**config.mk**
```make
export PLATFORM = sky130hd
export DESIGN_NAME = bram_port_arbiter
export DESIGN_NICKNAME = d
export VERILOG_FILES = /design/src/rtl/bram_arb_pkg.sv /design/src/rtl/rd_tag_pipe.sv /design/src/rtl/bram_port_arbiter.sv
export SDC_FILE = /design/constraint.sdc
export NUM_CORES = 1
export LEC_CHECK = 0
export ABC_AREA = 1
export CAP_MARGIN = 25
export CORE_ASPECT_RATIO = 1.5
export CORE_UTILIZATION = 39
export DETAILED_ROUTE_END_ITERATION = 10
export GPL_TIMING_DRIVEN = 0
export PLACE_DENSITY = 0.8
export SLEW_MARGIN = 10
export SYNTH_ARGS = -nofsm -noshare
export SYNTH_HDL_FRONTEND = slang
export SYNTH_SLANG_ARGS = --single-unit
```
**constraint.sdc**
```tcl
create_clock -name clk -period 2.3 [get_ports clk]
set_clock_uncertainty 0.1 [all_clocks]
set_input_delay 0.46 -clock clk [delete_from_list [all_inputs] [get_ports clk]]
set_output_delay 0.46 -clock clk [all_outputs]
set_load 0.02 [all_outputs]
```
**src/rtl/bram_arb_pkg.sv**
```systemverilog
// bram_arb_pkg: shared owner-state type, requester ids and default widths
// for the BRAM port arbiter and its read-tag pipe.
package bram_arb_pkg;

    localparam int DEF_ADDR_W = 12;
    localparam int DEF_DATA_W = 8;

    localparam logic REQ_HOST = 1'b0;
    localparam logic REQ_ENG  = 1'b1;

    typedef enum logic [1:0] {
        IDLE = 2'd0,
        OWN0 = 2'd1,
        OWN1 = 2'd2
    } ownerState_t;

endpackage

```
**src/rtl/rd_tag_pipe.sv**
```systemverilog
// rd_tag_pipe: DEPTH-stage shift register of {valid, id} tags that follows
// each issued BRAM read until its data appears on the BRAM output.
module rd_tag_pipe
    import bram_arb_pkg::*;
#(
    parameter int DEPTH = 1
) (
    input  logic clk,
    input  logic reset_in,
    input  logic i_push,
    input  logic i_pushId,
    output logic o_headValid,
    output logic o_tailValid,
    output logic o_tailId
);

    logic [DEPTH-1:0] r_valid;
    logic [DEPTH-1:0] r_id;

    // Shift tags one stage per cycle; reset drops every in-flight read.
    always_ff @(posedge clk or negedge reset_in) begin
        if (!reset_in) begin
            r_valid <= '0;
            r_id    <= {DEPTH{REQ_HOST}};
        end else begin
            r_valid[0] <= i_push;
            r_id[0]    <= i_pushId;
            for (int i = 1; i < DEPTH; i++) begin
                r_valid[i] <= r_valid[i-1];
                r_id[i]    <= r_id[i-1];
            end
        end
    end

    assign o_headValid = r_valid[0];
    assign o_tailValid = r_valid[DEPTH-1];
    assign o_tailId    = r_id[DEPTH-1];

endmodule

```
**src/rtl/bram_port_arbiter.sv**
```systemverilog
// bram_port_arbiter: shares one BRAM port between the host packet controller
// (requester 0) and the processing engine (requester 1), with locked bursts,
// forced release after MAX_BURST beats and read-data steering by tag.
// Optional macro ARB_ROUND_ROBIN_EN selects round-robin contests; when it is
// undefined requester 0 has fixed priority.
module bram_port_arbiter
    import bram_arb_pkg::*;
#(
    parameter int ADDR_W    = DEF_ADDR_W,
    parameter int DATA_W    = DEF_DATA_W,
    parameter int READ_LAT  = 1,
    parameter int MAX_BURST = 16
) (
    input  logic              clk,
    input  logic              reset_in,
    input  logic              r0_req,
    input  logic              r0_we,
    input  logic              r0_lock,
    input  logic [ADDR_W-1:0] r0_addr,
    input  logic [DATA_W-1:0] r0_wdata,
    input  logic              r1_req,
    input  logic              r1_we,
    input  logic              r1_lock,
    input  logic [ADDR_W-1:0] r1_addr,
    input  logic [DATA_W-1:0] r1_wdata,
    output logic              r0_gnt,
    output logic              r1_gnt,
    output logic              r0_rvalid,
    output logic              r1_rvalid,
    output logic [DATA_W-1:0] r0_rdata,
    output logic [DATA_W-1:0] r1_rdata,
    output logic              bram_en,
    output logic              bram_we,
    output logic              bram_regce,
    output logic [ADDR_W-1:0] bram_addr,
    output logic [DATA_W-1:0] bram_wdata,
    input  logic [DATA_W-1:0] bram_rdata
);

    localparam int               CNT_W         = $clog2(MAX_BURST + 1);
    localparam logic [CNT_W-1:0] CNT_ONE       = CNT_W'(1);
    localparam logic [CNT_W-1:0] CNT_MAX       = CNT_W'(MAX_BURST);
    localparam logic             BURST_ALLOWED = (MAX_BURST > 1);

    ownerState_t       r_state;
    ownerState_t       w_nextState;
    logic [CNT_W-1:0]  r_beatCnt;
    logic [CNT_W-1:0]  w_nextBeatCnt;
    logic              r_portId;

    logic              w_gnt0;
    logic              w_gnt1;
    logic              w_anyGnt;
    logic              w_gntId;
    logic              w_gntLock;
    logic              w_gntWe;
    logic [ADDR_W-1:0] w_gntAddr;
    logic [DATA_W-1:0] w_gntWdata;
    logic              w_contestId;

    logic              w_headValid;
    logic              w_tagValid;
    logic              w_tagId;

`ifdef ARB_ROUND_ROBIN_EN
    logic              r_lastGnt;

    // Remember who was granted last so a contest goes to the other side.
    always_ff @(posedge clk or negedge reset_in) begin
        if (!reset_in) begin
            r_lastGnt <= REQ_ENG;
        end else if (w_anyGnt) begin
            r_lastGnt <= w_gntId;
        end
    end

    assign w_contestId = ~r_lastGnt;
`else
    assign w_contestId = REQ_HOST;
`endif

    // Owner state and beat counter register.
    always_ff @(posedge clk or negedge reset_in) begin
        if (!reset_in) begin
            r_state   <= IDLE;
            r_beatCnt <= '0;
        end else begin
            r_state   <= w_nextState;
            r_beatCnt <= w_nextBeatCnt;
        end
    end

    // Next owner: lock claims the port, unlock/drop/MAX_BURST releases it.
    always_comb begin
        w_nextState   = r_state;
        w_nextBeatCnt = r_beatCnt;
        case (r_state)
            IDLE: begin
                w_nextBeatCnt = '0;
                if (w_anyGnt && w_gntLock && BURST_ALLOWED) begin
                    w_nextState   = (w_gntId == REQ_ENG) ? OWN1 : OWN0;
                    w_nextBeatCnt = CNT_ONE;
                end
            end
            OWN0, OWN1: begin
                if (w_anyGnt && w_gntLock && ((r_beatCnt + CNT_ONE) != CNT_MAX)) begin
                    w_nextBeatCnt = r_beatCnt + CNT_ONE;
                end else begin
                    w_nextState   = IDLE;
                    w_nextBeatCnt = '0;
                end
            end
            default: begin
                w_nextState   = IDLE;
                w_nextBeatCnt = '0;
            end
        endcase
    end

    // Grant decode: contest in IDLE, only the owner may proceed otherwise.
    always_comb begin
        w_gnt0 = 1'b0;
        w_gnt1 = 1'b0;
        case (r_state)
            IDLE: begin
                if (r0_req && r1_req) begin
                    w_gnt0 = (w_contestId == REQ_HOST);
                    w_gnt1 = (w_contestId == REQ_ENG);
                end else begin
                    w_gnt0 = r0_req;
                    w_gnt1 = r1_req;
                end
            end
            OWN0:    w_gnt0 = r0_req;
            OWN1:    w_gnt1 = r1_req;
            default: ;
        endcase
    end

    assign r0_gnt     = w_gnt0;
    assign r1_gnt     = w_gnt1;
    assign w_anyGnt   = w_gnt0 | w_gnt1;
    assign w_gntId    = w_gnt1 ? REQ_ENG : REQ_HOST;
    assign w_gntLock  = w_gnt1 ? r1_lock  : r0_lock;
    assign w_gntWe    = w_gnt1 ? r1_we    : r0_we;
    assign w_gntAddr  = w_gnt1 ? r1_addr  : r0_addr;
    assign w_gntWdata = w_gnt1 ? r1_wdata : r0_wdata;

    // Register the granted beat onto the BRAM port; address/data hold when idle.
    always_ff @(posedge clk or negedge reset_in) begin
        if (!reset_in) begin
            bram_en    <= 1'b0;
            bram_we    <= 1'b0;
            bram_addr  <= '0;
            bram_wdata <= '0;
            r_portId   <= REQ_HOST;
        end else begin
            bram_en  <= w_anyGnt;
            bram_we  <= w_anyGnt & w_gntWe;
            r_portId <= w_gntId;
            if (w_anyGnt) begin
                bram_addr  <= w_gntAddr;
                bram_wdata <= w_gntWdata;
            end
        end
    end

    rd_tag_pipe #(
        .DEPTH (READ_LAT)
    ) u_rdTagPipe (
        .clk         (clk),
        .reset_in    (reset_in),
        .i_push      (bram_en & ~bram_we),
        .i_pushId    (r_portId),
        .o_headValid (w_headValid),
        .o_tailValid (w_tagValid),
        .o_tailId    (w_tagId)
    );

    assign bram_regce = (READ_LAT == 2) ? w_headValid : 1'b0;
    assign r0_rvalid  = w_tagValid && (w_tagId == REQ_HOST);
    assign r1_rvalid  = w_tagValid && (w_tagId == REQ_ENG);
    assign r0_rdata   = bram_rdata;
    assign r1_rdata   = bram_rdata;

endmodule

```
; After elaboration in Yosys (flattened, before gate mapping)
; Index checks and enable logic that the tools add are counted.
; W data, S select, Z words.
[totals]
ff_bits = 32
input_bits = 56
elab_cells = 44
output_inout_bits = 43
[classes]
eq_ne = 5
add_sub_neg = 1
n_reduce_logical = 8
n_bitwise = 5
mux = 16
[op_table]
columns = operator, count
row1 = $mux W12, 1
row2 = $pmux W5 S2, 1
row3 = $mux W8, 1
row4 = $mux W1, 6
row5 = $mux W2, 3
row6 = $add A5 B1 Y5 const B, 1
row7 = $logic_and A1 B1 Y1, 5
row8 = $mux W5, 1
row9 = $ne A5 B5 Y1 const B, 1
row10 = $ne A2 B2 Y1 const B, 2
row11 = $pmux W1 S2, 2
row12 = $pmux W2 S2, 1
row13 = $and A1 B1 Y1, 2
row14 = $eq A2 B1 Y1 const B, 1
row15 = $eq A2 B2 Y1 const B, 1
row16 = $logic_not A2 Y1, 1
row17 = $not A1 Y1, 2
row18 = $reduce_and A2 Y1, 1
row19 = $reduce_or A2 Y1, 1
row20 = $or A1 B1 Y1, 1

; Depth between registers and ports, before layout
; Gate-level depths: netlist (run 1).
[depth]
word_depth = 8
depth_mapped = 11
depth_no_buf = 11

; By module
; From an unflattened synthesis (run 1), not the netlist that was laid out.
[unflattened]
cells_unflattened = 220
area_unflattened_um2 = 1785.5
[by_module_without_submodules]
columns = mod, seq_area_each_um2, cells_each, area_per_inst_um2, n_inst
row1 = bram_port_arbiter, 750.7, 217, 1727.9, 1
row2 = rd_tag_pipe, 50.0, 3, 57.6, 1

; Least setup slack after synthesis (run 1)
; Ideal clock, no wire load.
[synth_timing]
path_type = reg2out
start = reg r_state[0]
end = out r1_gnt
arrival_ps = 1226
path_buffers = 1
path_stages_with_launch = 8
t_required_ps = 1740
slack_ps = 514
cell_sequence = dfrtp_1 -> inv_1 -> ha_1 -> nand3_1 -> nand2_2 -> nand2_4 -> inv_1 -> buf_4
[synth_via]
elab_chain_len = 2
word_cells_on_any_way = 3
classes_between = 1 x eq/ne / 1 x mux / 1 x reduce/logical
[synth_lines]
columns = item, line
row1 = start: declaration, bram_port_arbiter.sv:45  ; ownerState_t r_state;
row2 = start signal: assignment, bram_port_arbiter.sv:88  ; r_state <= w_nextState;
row3 = $eq A2 B2 Y1 or $logic_not A2 Y1 (tied branches), bram_port_arbiter.sv:124  ; case (r_state)
row4 = $pmux W1 S2 (*), bram_port_arbiter.sv:124
row5 = end: declaration, bram_port_arbiter.sv:27  ; output logic r1_gnt,
; Mark *: on every way between the ends. The rest lies on a longest branch, timed or not.

; Worst setup path after layout (run 1)
; Ends and elaborated chain as after synthesis.

==> run metrics, run 1 <==
Final setup viols 0; VDD IR max 0.629 mV; WL per Instance 13.0 um; Site Rows 29; buffers plus inverters on the worst setup path 3; status complete, but fails checks; CP Launch Type register; final hold violations 0; Worst-path clk slew 0.07 ns; chip width 57.5 um; Post-Synthesis Cells 219; Post-CTS Hold Buffers 0; DR DRC count 9; CTS Buf Count 5; critical path arrival 1.62 ns; R2R setup slack 0.53 ns; Synth top area share 44.4%; I/O pins 99; placed cells 354; Vias/cell 4.97; Final ANT Viol Nets 0; placed standard-cell area 2750 sq um; ratio of cells with drive above 1 in the final layout 16.7%; CTS tree done; violated checks design-rule violations; CP max-delay cell dfrtp_1; period utilization 94.8%; final hold slack 0.122 ns; core area 4320 sq um; critical path class register to output port; Final Slew Violations 0; f_max 458 MHz; CP required 1.74 ns; first-pass GRT wire length 7.75 mm; Syn Area/Cell 8.24 sq um; total power 3.17 mW; total wire length 4.72 mm; CTS root buf clkbuf_8; Tmin final 2.18 ns; Top Family by Delay on Critical Path buffers and inverters; initial antenna violation count 0; worst slew pin tran 0.720 ns; dominant cell type by area after synthesis dfrtp_1; slowest stage delay, CP 0.42 ns; ant diodes 0; design area 2890 sq um; Seq/Total Area, Yosys 44.4%; Layout area overhead 60.4%; fin util 67.0%; dpl ws -0.474 ns; Final nets 379; Non-Filler Instances 363; DRT Pass-1 Iters 7; R2R Path Start r_state[1]; top fanout value on the critical path 15; Worst Setup SP r_state[0]; Lkg Pwr 1.37 nW; setup ws final 0.119 ns; GRT met2 Usage 37.2%; grt met1 use 22.1%; CTS Sinks 32; max-cap violations 0; Yosys reg bits 32; PortBufs 89; Worst slew margin 52.0%; grt peak-use layer met2; largest net degree at the start of global routing 33; Clock Path Buffers 2; GRT met3 Usage 6.86%; post-DP HPWL 3.58 mm; Post-Syn Nets 282; worst min-delay path category input pin to async pin; crit end category output port; Synth area leaders dfrtp_1, nand3_1, nand2_1, buf_4, ha_1; GR Util All Layers 20.7%; P per Cell Area 1090 nW/um^2; vias in the first global route 1785; Starting Density 41.8%; setup tns final 0 ns; clock latency at the later pin of the worst-skew pair 0.29 ns; Remaining Overflow, GRT 0; Vias 1805; count of cell types in the netlist 21; Die Y 85.3 um; synthesized area 1800 sq um; crit path cell chain inv_2 > ha_4 > nand3_1 > nand2_2 > nand2_4 > inv_4 > buf_4; Syn. warnings 0; Die ar. 4910 sq um; H-Tree Depth 2; GP Congestion 0.737; DRT iter0 DRCs 50
-- per-layer routing --
layer  wire, um  part of all wire (%)
met5          0                     0
met4         75                   1.6
met3        420                   8.9
met2       2480                    52
met1       1740                    37
-- flip-flops by register name, indices dropped and copies added (netlist names) --
register and count:
bram_we 1, r_portId 1, r_beatCnt 5, u_rdTagPipe.o_headValid 1
bram_addr 12, bram_wdata 8, r_state 2, u_rdTagPipe.o_tailId 1
bram_en 1
-- power breakdown --
group          total [mW]  leakage [nW]  switching (mW)  internal [mW]
Sequential          0.914         0.407           0.126          0.788
Clock               0.538        0.0552           0.217          0.321
Combinational        1.72         0.908           0.942          0.774
Total                3.17          1.37            1.28           1.88
-- Yosys cell counts --
library cell,count
a21oi_2,2
buf_2,6
clkbuf_1,3
nand2_4,2
nand2_1,42
nor2_2,1
xnor2_1,1
ha_1,7
inv_1,21
nor2_1,5
o21ai_1,1
buf_4,18
dfrtp_1,32
nor2b_2,1
conb_1,1
nand3_1,69
nand3_4,1
nand2_2,2
nand4_1,2
nor2_8,1
inv_2,1
-- cells in the final DEF (no fill, tap or decap), drive strengths merged --
master / synthesis / routed
a21oi: 2 / 2
buf: 24 / 28
bufinv: 0 / 1
clkbuf: 3 / 9
clkdlybuf4s50: 0 / 86
clkinv: 0 / 1
conb: 1 / 1
dfrtp: 32 / 32
ha: 7 / 7
inv: 22 / 22
nand2: 46 / 46
nand3: 70 / 70
nand4: 2 / 2
nor2: 7 / 7
nor2b: 1 / 1
o21ai: 1 / 1
xnor2: 1 / 1
-- cells by family (layout without fill, tap and decap cells) --
kind of cell | after synthesis | count (layout) | synth area share [%]
adders and majority gates | 7 | 7 | 4.85
AOI/OAI and AO/OA | 3 | 3 | 1.25
and+or+nand+nor | 126 | 126 | 34.5
xor gates and xnor gates | 1 | 1 | 0.486
other | 1 | 1 | 0.208
buffers and inverters | 49 | 147 | 14.4
DFF | 32 | 32 | 44.4
-- layout make-up --
class                   count  area [sq um]
well taps                  46          57.6
clock inverters             2          35.0
flip-flops and latches     32           801
fillers                   342          1420
clock buffers               6          72.6
plain buffers              26           175
multi-input cells         138           772
repair buffers             91           896
inverters                  22          85.1
-- timing repair --
item | 4_1_cts | 5_1_grt
setup buffers | 1 | 1
resized for setup | 16 | 7
setup endpoints to repair | 2 | 2
endpoints found under the hold margin | 0 | 0
-- path summary, 6_finish.rpt --
path                                   endpoint  cells past startpoint
min in group clk           u_rdTagPipe.o_tailId                      0
hold reg to reg            u_rdTagPipe.o_tailId                      0
setup / recovery                         r1_gnt                      7
setup reg to reg                  bram_addr[10]                      8
max in group asynchronous         bram_wdata[4]                      1
hold / removal                     r_beatCnt[4]                      1
(Power assumes the default switching activity.)
==> run 2, diff against run 1 <==
--- a/config.mk
+++ b/config.mk
@@ -9,6 +9,7 @@
 export CAP_MARGIN = 25
 export CORE_ASPECT_RATIO = 1.5
 export CORE_UTILIZATION = 39
+export CTS_CLUSTER_SIZE = 10
 export DETAILED_ROUTE_END_ITERATION = 10
 export GPL_TIMING_DRIVEN = 0
 export PLACE_DENSITY = 0.8
==> results of run 2 <==
The final DEF is identical to that of run 1; final timing and power are the same.
==> run 3, diff against run 2 <==
--- a/config.mk
+++ b/config.mk
@@ -6,13 +6,12 @@
 export NUM_CORES = 1
 export LEC_CHECK = 0
 export ABC_AREA = 1
-export CAP_MARGIN = 25
-export CORE_ASPECT_RATIO = 1.5
 export CORE_UTILIZATION = 39
 export CTS_CLUSTER_SIZE = 10
 export DETAILED_ROUTE_END_ITERATION = 10
 export GPL_TIMING_DRIVEN = 0
 export PLACE_DENSITY = 0.8
+export SKIP_LAST_GASP = 1
 export SLEW_MARGIN = 10
 export SYNTH_ARGS = -nofsm -noshare
 export SYNTH_HDL_FRONTEND = slang
==> run metrics, run 3 (synthesis results as in run 1) <==
placed standard-cell area 2760 sq um (+0.27%); WL per Instance 12.2 um (-6.1%); Largest register FFs 12 (unchanged); RR Endpoint bram_addr[7]; Die Y 70.0 um (-18%); Clock Path Buffers 2 (unchanged); most frequent cells in the layout clkdlybuf4s50_1, nand3_1, nand2_1; status completed; crit end category output port; vias in the first global route 1572 (-12%); final hold slack 0.132 ns (+0.0100 ns); I/O pins 99 (unchanged); H-Tree Depth 2 (unchanged); Non-Filler Instances 367 (+1.1%); Post-CTS Hold Buffers 0 (unchanged); top fanout value on the critical path 15 (unchanged); Site Rows 24 (-17%); DRT Pass-1 Iters 4 (-3); Biggest register bram_addr; Remaining Overflow, GRT 0 (unchanged); Final setup viols 0 (unchanged); DR DRC count 0 (-9); clock latency at the later pin of the worst-skew pair 0.28 ns (about the same); max-cap violations 0 (unchanged); final hold violations 0 (unchanged); R2R setup slack 0.52 ns (about the same); ant diodes 0 (unchanged); most common cell after layout, fill and taps aside clkdlybuf4s50_1; dpl ws -0.507 ns (-0.0327 ns); core area 4410 sq um (+2.2%); Reg2Reg Depth 8 (unchanged); post-DP HPWL 3.36 mm (-6.2%); Lkg Pwr 1.35 nW (-1.7%); f_max 456 MHz (-0.47%); Worst-path clk slew 0.07 ns (about the same); CP Launch Type register; period utilization 95.3% (+0.45 points); critical path class register to output port; slowest stage delay, CP 0.40 ns (-0.02 ns); largest net degree at the start of global routing 33 (unchanged); CTS Buf Count 5 (unchanged); GR Util All Layers 18.8% (-1.9 points); Vias/cell 4.76 (-4.3%); crit path cell chain inv_1 > ha_2 > nand3_1 > nand2_2 > nand2_4 > inv_4 > buf_4; unrepaired setup endpoints after global routing no; ratio of cells with drive above 1 in the final layout 15.2% (-1.5 points); worst min-delay path category input pin to async pin; Worst slew margin 52.0% (about the same); CTS tree done; chip width 70.0 um (+22%); Tmin final 2.19 ns (+0.0103 ns); CTS Sinks 32 (unchanged); DRT iter0 DRCs 94 (+88%); Starting Density 40.9% (-0.91 points); Final nets 378 (-0.26%); Vias 1746 (-3.3%); P per Cell Area 1040 nW/um^2 (-4.8%); VDD IR max 0.449 mV (-29%); initial antenna violation count 0 (unchanged); CP max-delay cell dfrtp_1; total wire length 4.48 mm (-5.1%); Final ANT Viol Nets 0 (unchanged); critical path arrival 1.63 ns (about the same); worst slew pin tran 0.720 ns (+0.000147 ns); GP Congestion 0.781 (+5.9%); first-pass GRT wire length 7.30 mm (-5.8%); setup ws final 0.108 ns (-0.0103 ns); setup tns final 0 ns (unchanged); design area 2840 sq um (-1.9%); CTS root buf clkbuf_8; placed cells 360 (+1.7%); biggest regs bram_addr: 12 flops, bram_wdata: 8 flops, r_beatCnt: 5 flops; CP required 1.74 ns (about the same); Die ar. 4900 sq um (-0.12%); R2R Path Start r_state[0]; Final Slew Violations 0 (unchanged); Layout area overhead 57.4%; PortBufs 89 (unchanged)
## run 3: final cells by class
class                           count  area (sq um)
Inverter                           22          85.1
Clock buffer                        6          72.6
Fill cell                         372          1580
Multi-Input combinational cell    138           747
Timing Repair Buffer               90           888
Buffer                             26           175
Clock inverter                      1          5.00
Sequential cell                    32           801
Tap cell                           52          65.1
## run 3: repair_timing
action	4_1_cts	5_1_grt
pin swaps	0	0
resized for setup	13	5
endpoints found under the setup margin	2	2
hold endpoints to repair	0	0
setup buffers	0	1
## run 3: through the flow
step	util, %	total power [mW]
final	64.3	2.96
after global routing	64.3	3.16
after CTS	64.1	2.98
after detailed placement	62.4	2.57
after global placement	62.5	2.53
after floorplan	-	1.87
## run 3: power breakdown
part | switching, mW | leakage [nW] | internal [mW]
clock | 0.194 | 0.0410 | 0.205
combinational | 0.905 | 0.899 | 0.743
sequential | 0.123 | 0.407 | 0.789
total | 1.22 | 1.35 | 1.74
## run 3: worst max-delay path by stage
| stage | from | to | slack, ns | depth (start not counted) |
|---|---|---|---|---|
| finish | r_state[1] | r1_gnt | 0.11 | 7 |
| global route | r_state[0] | r1_gnt | 0.009 | 7 |
| CTS | r_state[0] | r1_gnt | -0.05 | 8 |
| detailed placement | r0_req | r1_gnt | -0.51 | 8 |
| global placement | r0_req | r1_gnt | -0.50 | 8 |
| floorplan | r_state[0] | r1_gnt | 0.51 | 7 |
## run 3: critical path: cells and delay by family (launching register included)
kind	cells	cell delay (ns)
adder cells (fa/ha/maj)	1	0.21
AND/OR/NAND/NOR	3	0.30
buffers and inverters	3	0.44
flip-flops	1	0.40
## run 3: layer usage
layer / routed length [um] / GRT usage, % / vias to the layer above / part of all wire [%]
met5: 0 / 0 / - / 0
met1: 1940 / 24.4 / 782 / 43
met2: 2140 / 30.3 / 75 / 48
met4: 42 / 6.00 / 0 / 0.94
li1: - / - / 884 / -
met3: 353 / 5.19 / 5 / 7.9
